[config.mk]
export PLATFORM = sky130hd
export DESIGN_NAME = ad_ip_jesd204_tpl_dac_dma_fifo
export DESIGN_NICKNAME = d
export VERILOG_FILES = /design/src/rtl/ad_ip_jesd204_tpl_dac_dma_fifo_pkg.sv /design/src/rtl/ad_ip_jesd204_tpl_dac_dma_fifo_mem.sv /design/src/rtl/ad_ip_jesd204_tpl_dac_dma_fifo.sv
export SDC_FILE = /design/constraint.sdc
export NUM_CORES = 1
export LEC_CHECK = 0
export CORE_MARGIN = 2
export CORE_UTILIZATION = 45
export DETAILED_ROUTE_END_ITERATION = 12
export PLACE_DENSITY = 0.66
export SYNTH_ARGS = -nofsm -noshare
export SYNTH_HDL_FRONTEND = slang
export SYNTH_SLANG_ARGS = --single-unit
[constraint.sdc]
create_clock -name clk -period 19 [get_ports clk]
set_input_delay 2.85 -clock clk [delete_from_list [all_inputs] [get_ports clk]]
set_output_delay 2.85 -clock clk [all_outputs]
set_load 0.005 [all_outputs]
[src/rtl/ad_ip_jesd204_tpl_dac_dma_fifo_pkg.sv]
// Shared definitions for the TPL DAC DMA FIFO family: FSM state encodings
// and the saturating underflow counter helper.
package ad_ip_jesd204_tpl_dac_dma_fifo_pkg;

  localparam logic [1:0] TPL_DAC_ST_IDLE  = 2'd0;
  localparam logic [1:0] TPL_DAC_ST_PRIME = 2'd1;
  localparam logic [1:0] TPL_DAC_ST_RUN   = 2'd2;
  localparam logic [1:0] TPL_DAC_ST_FLUSH = 2'd3;

  localparam logic [15:0] TPL_DAC_UNF_CNT_MAX = 16'hFFFF;

  function automatic logic [15:0] sat_inc16(input logic [15:0] v);
    logic [15:0] r;
    if (v == TPL_DAC_UNF_CNT_MAX) begin
      r = v;
    end else begin
      r = v + 16'd1;
    end
    return r;
  endfunction

endpackage

[src/rtl/ad_ip_jesd204_tpl_dac_dma_fifo_mem.sv]
// Simple dual-port sample memory for the DMA FIFO: one write port and one
// read port whose output register holds until the next read.
module ad_ip_jesd204_tpl_dac_dma_fifo_mem #(
  parameter int DATA_WIDTH = 64,
  parameter int ADDR_WIDTH = 4
) (
  input  logic                  clk,
  input  logic                  i_wr_en,
  input  logic [ADDR_WIDTH-1:0] i_wr_addr,
  input  logic [DATA_WIDTH-1:0] i_wr_data,
  input  logic                  i_rd_en,
  input  logic [ADDR_WIDTH-1:0] i_rd_addr,
  output logic [DATA_WIDTH-1:0] o_rd_data
);

  localparam int DEPTH = 2**ADDR_WIDTH;

  logic [DATA_WIDTH-1:0] r_mem [0:DEPTH-1];
  logic [DATA_WIDTH-1:0] r_rd_data;

  always_ff @(posedge clk) begin
    if (i_wr_en) begin
      r_mem[i_wr_addr] <= i_wr_data;
    end
  end

  always_ff @(posedge clk) begin
    if (i_rd_en) begin
      r_rd_data <= r_mem[i_rd_addr];
    end
  end

  assign o_rd_data = r_rd_data;

endmodule

[src/rtl/ad_ip_jesd204_tpl_dac_dma_fifo.sv]
// DMA-to-TPL DAC sample FIFO: priming threshold, underflow tracking and
// flush on disable. Storage lives in the _mem sub-module.
module ad_ip_jesd204_tpl_dac_dma_fifo
  import ad_ip_jesd204_tpl_dac_dma_fifo_pkg::*;
#(
  parameter int DMA_DATA_WIDTH = 64,
  parameter int ADDR_WIDTH     = 4
) (
  input  logic                      clk,
  input  logic                      reset,
  input  logic                      s_valid,
  output logic                      s_ready,
  input  logic [DMA_DATA_WIDTH-1:0] s_data,
  input  logic                      dac_valid,
  output logic [DMA_DATA_WIDTH-1:0] dac_ddata,
  input  logic                      ctrl_enable,
  input  logic [ADDR_WIDTH:0]       ctrl_threshold,
  output logic                      dac_dunf,
  input  logic                      dac_dunf_clr,
  output logic [15:0]               unf_count,
  output logic [ADDR_WIDTH:0]       fill_level
);

  localparam int                    DEPTH     = 2**ADDR_WIDTH;
  localparam logic [ADDR_WIDTH:0]   LVL_FULL  = (ADDR_WIDTH+1)'(DEPTH);
  localparam logic [ADDR_WIDTH:0]   LVL_ZERO  = (ADDR_WIDTH+1)'(0);
  localparam logic [ADDR_WIDTH:0]   LVL_ONE   = (ADDR_WIDTH+1)'(1);
  localparam logic [ADDR_WIDTH-1:0] PTR_ZERO  = ADDR_WIDTH'(0);
  localparam logic [ADDR_WIDTH-1:0] PTR_ONE   = ADDR_WIDTH'(1);

  logic [1:0]                r_state;
  logic [ADDR_WIDTH-1:0]     r_wr_ptr;
  logic [ADDR_WIDTH-1:0]     r_rd_ptr;
  logic [ADDR_WIDTH:0]       r_level;
  logic                      r_out_zero;
  logic                      r_dunf;
  logic [15:0]               r_unf_cnt;

  logic [1:0]                w_state_nxt;
  logic [ADDR_WIDTH:0]       w_level_nxt;
  logic                      w_full;
  logic                      w_empty;
  logic                      w_active;
  logic                      w_clear;
  logic                      w_push;
  logic                      w_pop;
  logic                      w_unf;
  logic [DMA_DATA_WIDTH-1:0] w_rd_data;

  assign w_full   = (r_level == LVL_FULL);
  assign w_empty  = (r_level == LVL_ZERO);
  assign w_active = (r_state == TPL_DAC_ST_PRIME) || (r_state == TPL_DAC_ST_RUN);
  assign w_clear  = (r_state == TPL_DAC_ST_IDLE) || (r_state == TPL_DAC_ST_FLUSH);
  assign s_ready  = w_active && !w_full;
  assign w_push   = s_valid && s_ready;
  assign w_pop    = (r_state == TPL_DAC_ST_RUN) && dac_valid && !w_empty;
  assign w_unf    = (r_state == TPL_DAC_ST_RUN) && dac_valid && w_empty;

  // Disable has priority over the priming threshold.
  always_comb begin
    w_state_nxt = r_state;
    case (r_state)
      TPL_DAC_ST_IDLE: begin
        if (ctrl_enable) begin
          w_state_nxt = TPL_DAC_ST_PRIME;
        end else begin
          w_state_nxt = TPL_DAC_ST_IDLE;
        end
      end
      TPL_DAC_ST_PRIME: begin
        if (!ctrl_enable) begin
          w_state_nxt = TPL_DAC_ST_FLUSH;
        end else if ((r_level >= ctrl_threshold) || w_full) begin
          w_state_nxt = TPL_DAC_ST_RUN;
        end else begin
          w_state_nxt = TPL_DAC_ST_PRIME;
        end
      end
      TPL_DAC_ST_RUN: begin
        if (!ctrl_enable) begin
          w_state_nxt = TPL_DAC_ST_FLUSH;
        end else begin
          w_state_nxt = TPL_DAC_ST_RUN;
        end
      end
      TPL_DAC_ST_FLUSH: begin
        w_state_nxt = TPL_DAC_ST_IDLE;
      end
      default: begin
        w_state_nxt = TPL_DAC_ST_IDLE;
      end
    endcase
  end

  always_comb begin
    w_level_nxt = r_level;
    if (w_push && !w_pop) begin
      w_level_nxt = r_level + LVL_ONE;
    end else if (!w_push && w_pop) begin
      w_level_nxt = r_level - LVL_ONE;
    end else begin
      w_level_nxt = r_level;
    end
  end

  always_ff @(posedge clk) begin
    if (reset) begin
      r_state  <= TPL_DAC_ST_IDLE;
      r_wr_ptr <= PTR_ZERO;
      r_rd_ptr <= PTR_ZERO;
      r_level  <= LVL_ZERO;
    end else begin
      r_state <= w_state_nxt;
      if (w_clear) begin
        r_wr_ptr <= PTR_ZERO;
        r_rd_ptr <= PTR_ZERO;
        r_level  <= LVL_ZERO;
      end else begin
        if (w_push) begin
          r_wr_ptr <= r_wr_ptr + PTR_ONE;
        end
        if (w_pop) begin
          r_rd_ptr <= r_rd_ptr + PTR_ONE;
        end
        r_level <= w_level_nxt;
      end
    end
  end

  // The memory read register holds the last popped word; r_out_zero masks
  // it whenever the output must read as zero (idle, flush, underflow).
  always_ff @(posedge clk) begin
    if (reset) begin
      r_out_zero <= 1'b1;
      r_dunf     <= 1'b0;
      r_unf_cnt  <= 16'd0;
    end else begin
      if (w_clear) begin
        r_out_zero <= 1'b1;
      end else if (w_pop) begin
        r_out_zero <= 1'b0;
      end else if (w_unf) begin
        r_out_zero <= 1'b1;
      end
      if (w_unf) begin
        r_dunf <= 1'b1;
      end else if (dac_dunf_clr) begin
        r_dunf <= 1'b0;
      end
      if (r_state == TPL_DAC_ST_FLUSH) begin
        r_unf_cnt <= 16'd0;
      end else if (w_unf) begin
        r_unf_cnt <= sat_inc16(r_unf_cnt);
      end
    end
  end

  ad_ip_jesd204_tpl_dac_dma_fifo_mem #(
    .DATA_WIDTH (DMA_DATA_WIDTH),
    .ADDR_WIDTH (ADDR_WIDTH)
  ) u_mem (
    .clk       (clk),
    .i_wr_en   (w_push),
    .i_wr_addr (r_wr_ptr),
    .i_wr_data (s_data),
    .i_rd_en   (w_pop),
    .i_rd_addr (r_rd_ptr),
    .o_rd_data (w_rd_data)
  );

  assign dac_ddata  = r_out_zero ? {DMA_DATA_WIDTH{1'b0}} : w_rd_data;
  assign dac_dunf   = r_dunf;
  assign unf_count  = r_unf_cnt;
  assign fill_level = r_level;

endmodule

; Yosys cells after proc, flatten, opt, wreduce, memory -nomap -nowiden
; Memory sizes are Yosys's and may differ from the RTL's. A register that Yosys moved wholly into a read port is not among the register bits.
; Cells that the tools add are included.
[op_classes]
add_sub_neg = 5
magnitude_cmp = 1
eq_ne = 5
mux = 14
bitwise_logic = 1
reduce_logical = 22
[op_table]
columns = op, count
row1 = 2-to-1 mux 64 bit, 1
row2 = adder 16 x 1 -> 16 bit (second input constant), 1
row3 = == test 16 bit (second input constant), 1
row4 = 2-to-1 mux 5 bit, 2
row5 = adder 4 x 1 -> 4 bit (second input constant), 2
row6 = 2-to-1 mux 1 bit, 8
row7 = one-hot mux 2 bit (4 select lines), 1
row8 = logical AND 1 bit, 7
row9 = nonzero test 2 bit, 3
row10 = adder 5 x 1 -> 5 bit (second input constant), 1
row11 = == test 5 bit (second input constant), 1
row12 = greater-or-equal comparator 5 bit, 1
row13 = logical NOT 5 bit, 1
row14 = subtractor 5 x 1 -> 5 bit (second input constant), 1
row15 = == test 2 bit (second input constant), 2
row16 = logical NOT 1 bit, 4
row17 = 2-to-1 mux 2 bit, 2
row18 = OR reduction 2 bit, 2
row19 = logical OR 1 bit, 3
row20 = == test 2 x 1 -> 1 bit (second input constant), 1
row21 = logical NOT 2 bit, 1
row22 = AND reduction 2 bit, 1
row23 = inverter 1 bit, 1
[totals]
reg_bits = 33
ram_bits = 1024
input_bits = 75
out_inout_bits = 87
elab_cells = 56
n_memories = 1
[memory_table]
columns = name, words, word_bits, rd, rd_ports_with_merged_regs, wr, line
row1 = u_mem.r_mem, 16, 64, 1, 1, 1, ad_ip_jesd204_tpl_dac_dma_fifo_mem.sv:18  ; logic [DATA_WIDTH-1:0] r_mem [0:DEPTH-1];

; Logic depth before layout (Yosys ltp)
[depth]
word_depth = 8
mapped_depth = 13
mapped_depth_nobuf = 13

; By module
; A second synthesis with hierarchy kept.
[unflattened]
hier_cells = 1941
hier_area_um2 = 42543.3
[by_module_without_submodules]
columns = module, n_inst, cells_per_inst, area_per_inst_um2, seq_area_each_um2
row1 = ad_ip_jesd204_tpl_dac_dma_fifo_mem, 1, 1647, 40223.6, 32671.3
row2 = ad_ip_jesd204_tpl_dac_dma_fifo, 1, 294, 2319.7, 660.6

; Worst setup path after synthesis
; OpenSTA, ideal clock, no wires.
[synth_path]
path_type = input to register
startpoint = input s_valid
endpoint = memory u_mem.r_mem[3][0], enable pin
setup_ns = 0.564
arrival_ns = 7.904
required_ns = 18.436
setup_slack_ns = 10.532
stages = 4
n_path_buf = 0
path_cell_list = inv_1 a211oi_2 nand2_1 nor3_1
[synth_between]
elab_chain_len = 3
[synth_lines]
columns = item, line
row1 = "start, declared", ad_ip_jesd204_tpl_dac_dma_fifo.sv:11  ; input logic s_valid,
row2 = logical AND 1 bit, ad_ip_jesd204_tpl_dac_dma_fifo.sv:55  ; assign w_push = s_valid && s_ready;
row3 = named net u_mem.i_wr_en, ad_ip_jesd204_tpl_dac_dma_fifo_mem.sv:8  ; input logic i_wr_en,
row4 = 2-to-1 mux 1 bit, ad_ip_jesd204_tpl_dac_dma_fifo_mem.sv:22  ; if (i_wr_en) begin
row5 = 2-to-1 mux 1 bit (implied by the code), ad_ip_jesd204_tpl_dac_dma_fifo_mem.sv:23  ; r_mem[i_wr_addr] <= i_wr_data;
row6 = "end, declared", ad_ip_jesd204_tpl_dac_dma_fifo_mem.sv:18
; The timed path passes the listed nets, and every way through them passes these cells.

; Final worst setup path
[layout_path]
startpoint = input s_valid
endpoint = memory u_mem.r_mem[15][47], enable pin
; The elaborated chain is that of the path after synthesis.

==> results.md <==
- Outcome: finished clean
- Resized cells post-CTS: 0
- CP Cell Sequence: clkdlybuf4s50_1 > inv_1 > a211oi_2 > nand2_1 > nor2_4 > buf_4
- CTS tree: built
- Die width: roughly 310 um
- Largest family of logic cells by synthesized area: multiplexers
- HP Class: reg -> reg
- Most frequent cells in the layout: 1088 x edfxtp_1, 320 x mux4_2, 161 x clkdlybuf4s50_1
- Ys Warns: 0
- Relative slew slack: between 20% and 30%
- H-Tree Depth: 3
- CP Launch Type: primary input
- Slowest cell on the critical path: buf_4
- Synth Register Bits: roughly 1100
- First-pass GRT wire length: about 130 mm
- Period minus WS final: just under 6 ns
- XOR/XNOR Fraction of Synth Area: less than 1%
- First DRT Iteration DRCs: approximately 1600
- Setup Fix Bufs, Post-CTS: 0
- Final Max Tran Viols: 0
- Cell variety after synth: between 40 and 50
- Clk buf depth: 3
- Clock Latency Late Sink: ~0.68 ns
- Max Clk Rate: ~170 MHz
- CP required: approximately 19 ns
- # DRC: 0
- Unrepaired setup endpoints after global routing: no
- Design Area, Final: approximately 49000 sq um
- GPL Wtd Cong: between 0.7 and 0.8
- P_leak: about 0.015 uW
- Vias/cell: ~5.6
- Starting Density: 45.5%
- Die ar.: approximately 100000 sq um
- Vias: ~19000
- Crit path DAT: between 6 and 7 ns
- Final period utilization: between 30% and 40%
- # Max-Cap Violations: 0
- # setup viols final: 0
- Row Count: around 110
- Core box area: 93600 sq um
- DRT Wirelength: 85.3 mm
- Post-synth ARST share: 0%
- Antenna viol nets, final: 0
- CP Class: in -> reg
- Clock Sinks: between 1000 and 1500
- Cts bufs inserted: roughly 110
- Filler cell count: 7069
- Syn Inst Count: approximately 1800
- Fin. Hold Viols: 0
- Worst-margin pin slew: 1.19 ns
- Max Clock Skew: between 0.02 and 0.03 ns
- Mux share of post-synthesis cell area: between 10% and 20%
- Number of buffers added on ports: 161
- Total grt overflow: 0
- Max incr delay on CP: 0.80 ns
- Wirelength per Cell: between 20 and 30 um
- P per Cell Area: about 100 nW/um^2
- TNS Setup: 0 ns
- Synth Cell Area: roughly 43000 sq um
- Commonest non-fill, non-tap cell in the layout: edfxtp_1
- Layout cell share with drive strength beyond 1: 26.3%
- Final net count: approximately 2100
- Critical path peak fanout: 45
- Drt pass-1 iters: 7
- Non-Filler Instances: 3361
- Worst setup EP type: register
- Final HPWL DP: 45.5 mm
- Post-synth top flop: edfxtp_1
- Post-synth EDFFs: between 1000 and 1500
- Syn_area_per_cell: 23.8 sq um
- Cts hold-fix bufs: 0
- Largest net degree at the start of global routing: approximately 140
- Clk pin slew, worst setup/hold paths: roughly 0.06 ns
- Number of global-route vias before repair: 19655
- Simple-gate share of the synthesized area: between 2 and 2.5%
- Global Route Usage Sum: 17.7%
- Io pins: about 160
- Dpl cells: 3153
- Syn_nets: around 1900
- Die Y: 312 um
- Area after DPL: approximately 46000 sq um
- Synth Area in Compound Gates: 0.482%
- Post-synthesis sequential area ratio: roughly four fifths
- Clock root cell: clkbuf_16
- Synth Area in Adders: 0.605%
- Maximum vdd drop: ~75 uV
- Antenna violations before repair: 4
- Area Overhead vs Synth: 16.2%
## worst max-delay path, delay by kind of cell
family,cells,cell delay [ns]
and+or+nand+nor,2,1.13
buffers and inverters,3,1.31
AOI/OAI and AO/OA,1,0.70
## kinds of logic (layout without fill, tap and decap cells)
| family | count (synthesis) | in the layout |
|---|---|---|
| AND/OR/NAND/NOR | 170 | 170 |
| AO/OA/AOI/OAI | 33 | 33 |
| XOR/XNOR | 23 | 23 |
| adder cells (fa/ha/maj) | 20 | 20 |
| flip-flops | 1121 | 1121 |
| multiplexers | 323 | 323 |
| other | 0 | 2 |
| buffers and inverters | 102 | 415 |
## registers in the layout, indices dropped and copies added (netlist names), named ones only
signal,count
dac_dunf,1
u_mem.o_rd_data,64
u_mem.r_mem,1024
r_state,1
r_wr_ptr,4
fill_level,5
r_out_zero,1
r_rd_ptr,4
unf_count,16
## cells in the mapped netlist (all sizes together) (11+ instances only)
cell	instances	area, sq um
ha	19	238
buf	34	165
nor2	42	158
dfxtp	33	661
edfxtp	1088	32700
xor2	12	105
clkbuf	54	203
nor2b	65	407
inv	14	52.6
mux4	320	7210
a21oi	17	85.1
xnor2	11	96.3
nand2	19	71.3
## area by class of cell
cell class                 instances  area (sq um)  share of cell area [%]
multi-input combinational        569          8960                    18.1
tap                             1254          1570                    3.17
sequential                      1121         33400                    67.4
inverter                          14          52.6                   0.106
antenna                            2          5.00                  0.0101
timing repair buffer             195          1890                    3.82
clock buffer                     131          2860                    5.79
clock inverter                    75           788                    1.59
## worst paths after layout
| check | from | to | slack [ns] | cells past startpoint |
|---|---|---|---|---|
| setup reg to reg | r_rd_ptr[0]$_SDFFE_PP0P_ | u_mem.o_rd_data[27]$_DFFE_PP_ | 14.29 | 5 |
| setup / recovery | s_valid | u_mem.r_mem[15][47]$_DFFE_PP_ | 13.24 | 6 |
| hold reg to reg | dac_dunf$_SDFFE_PP0P_ | dac_dunf$_SDFFE_PP0P_ | 0.48 | 2 |
| hold / removal | dac_dunf$_SDFFE_PP0P_ | dac_dunf$_SDFFE_PP0P_ | 0.48 | 2 |
## power by group
group | switching (uW) | internal [uW]
clock | 904 | 1260
sequential | 3.15 | 2720
combinational | 52.3 | 33.3
## stage by stage
| stage | total power [uW] | setup WS (ns) | hold slack, ns | util (%) |
|---|---|---|---|---|
| after floorplan | 2810 | 10.53 | 0.459 | - |
| after global placement | 2860 | 12.59 | 0.462 | 48.9 |
| after detailed placement | 2860 | 12.54 | 0.464 | 48.9 |
| after CTS | 5020 | 13.26 | 0.482 | 52.8 |
| after global routing | 5120 | 13.08 | 0.516 | 52.9 |
| final | 4970 | 13.24 | 0.483 | 52.9 |
## layer usage
metal,wire (um),vias to the layer above,track usage [%]
met5,21,-,0
met2,42800,544,29.1
met1,35900,10020,24.5
li1,-,8032,-
met4,1700,4,4.91
met3,4830,119,3.21
Note: power is estimated with default switching activity, not from simulation.
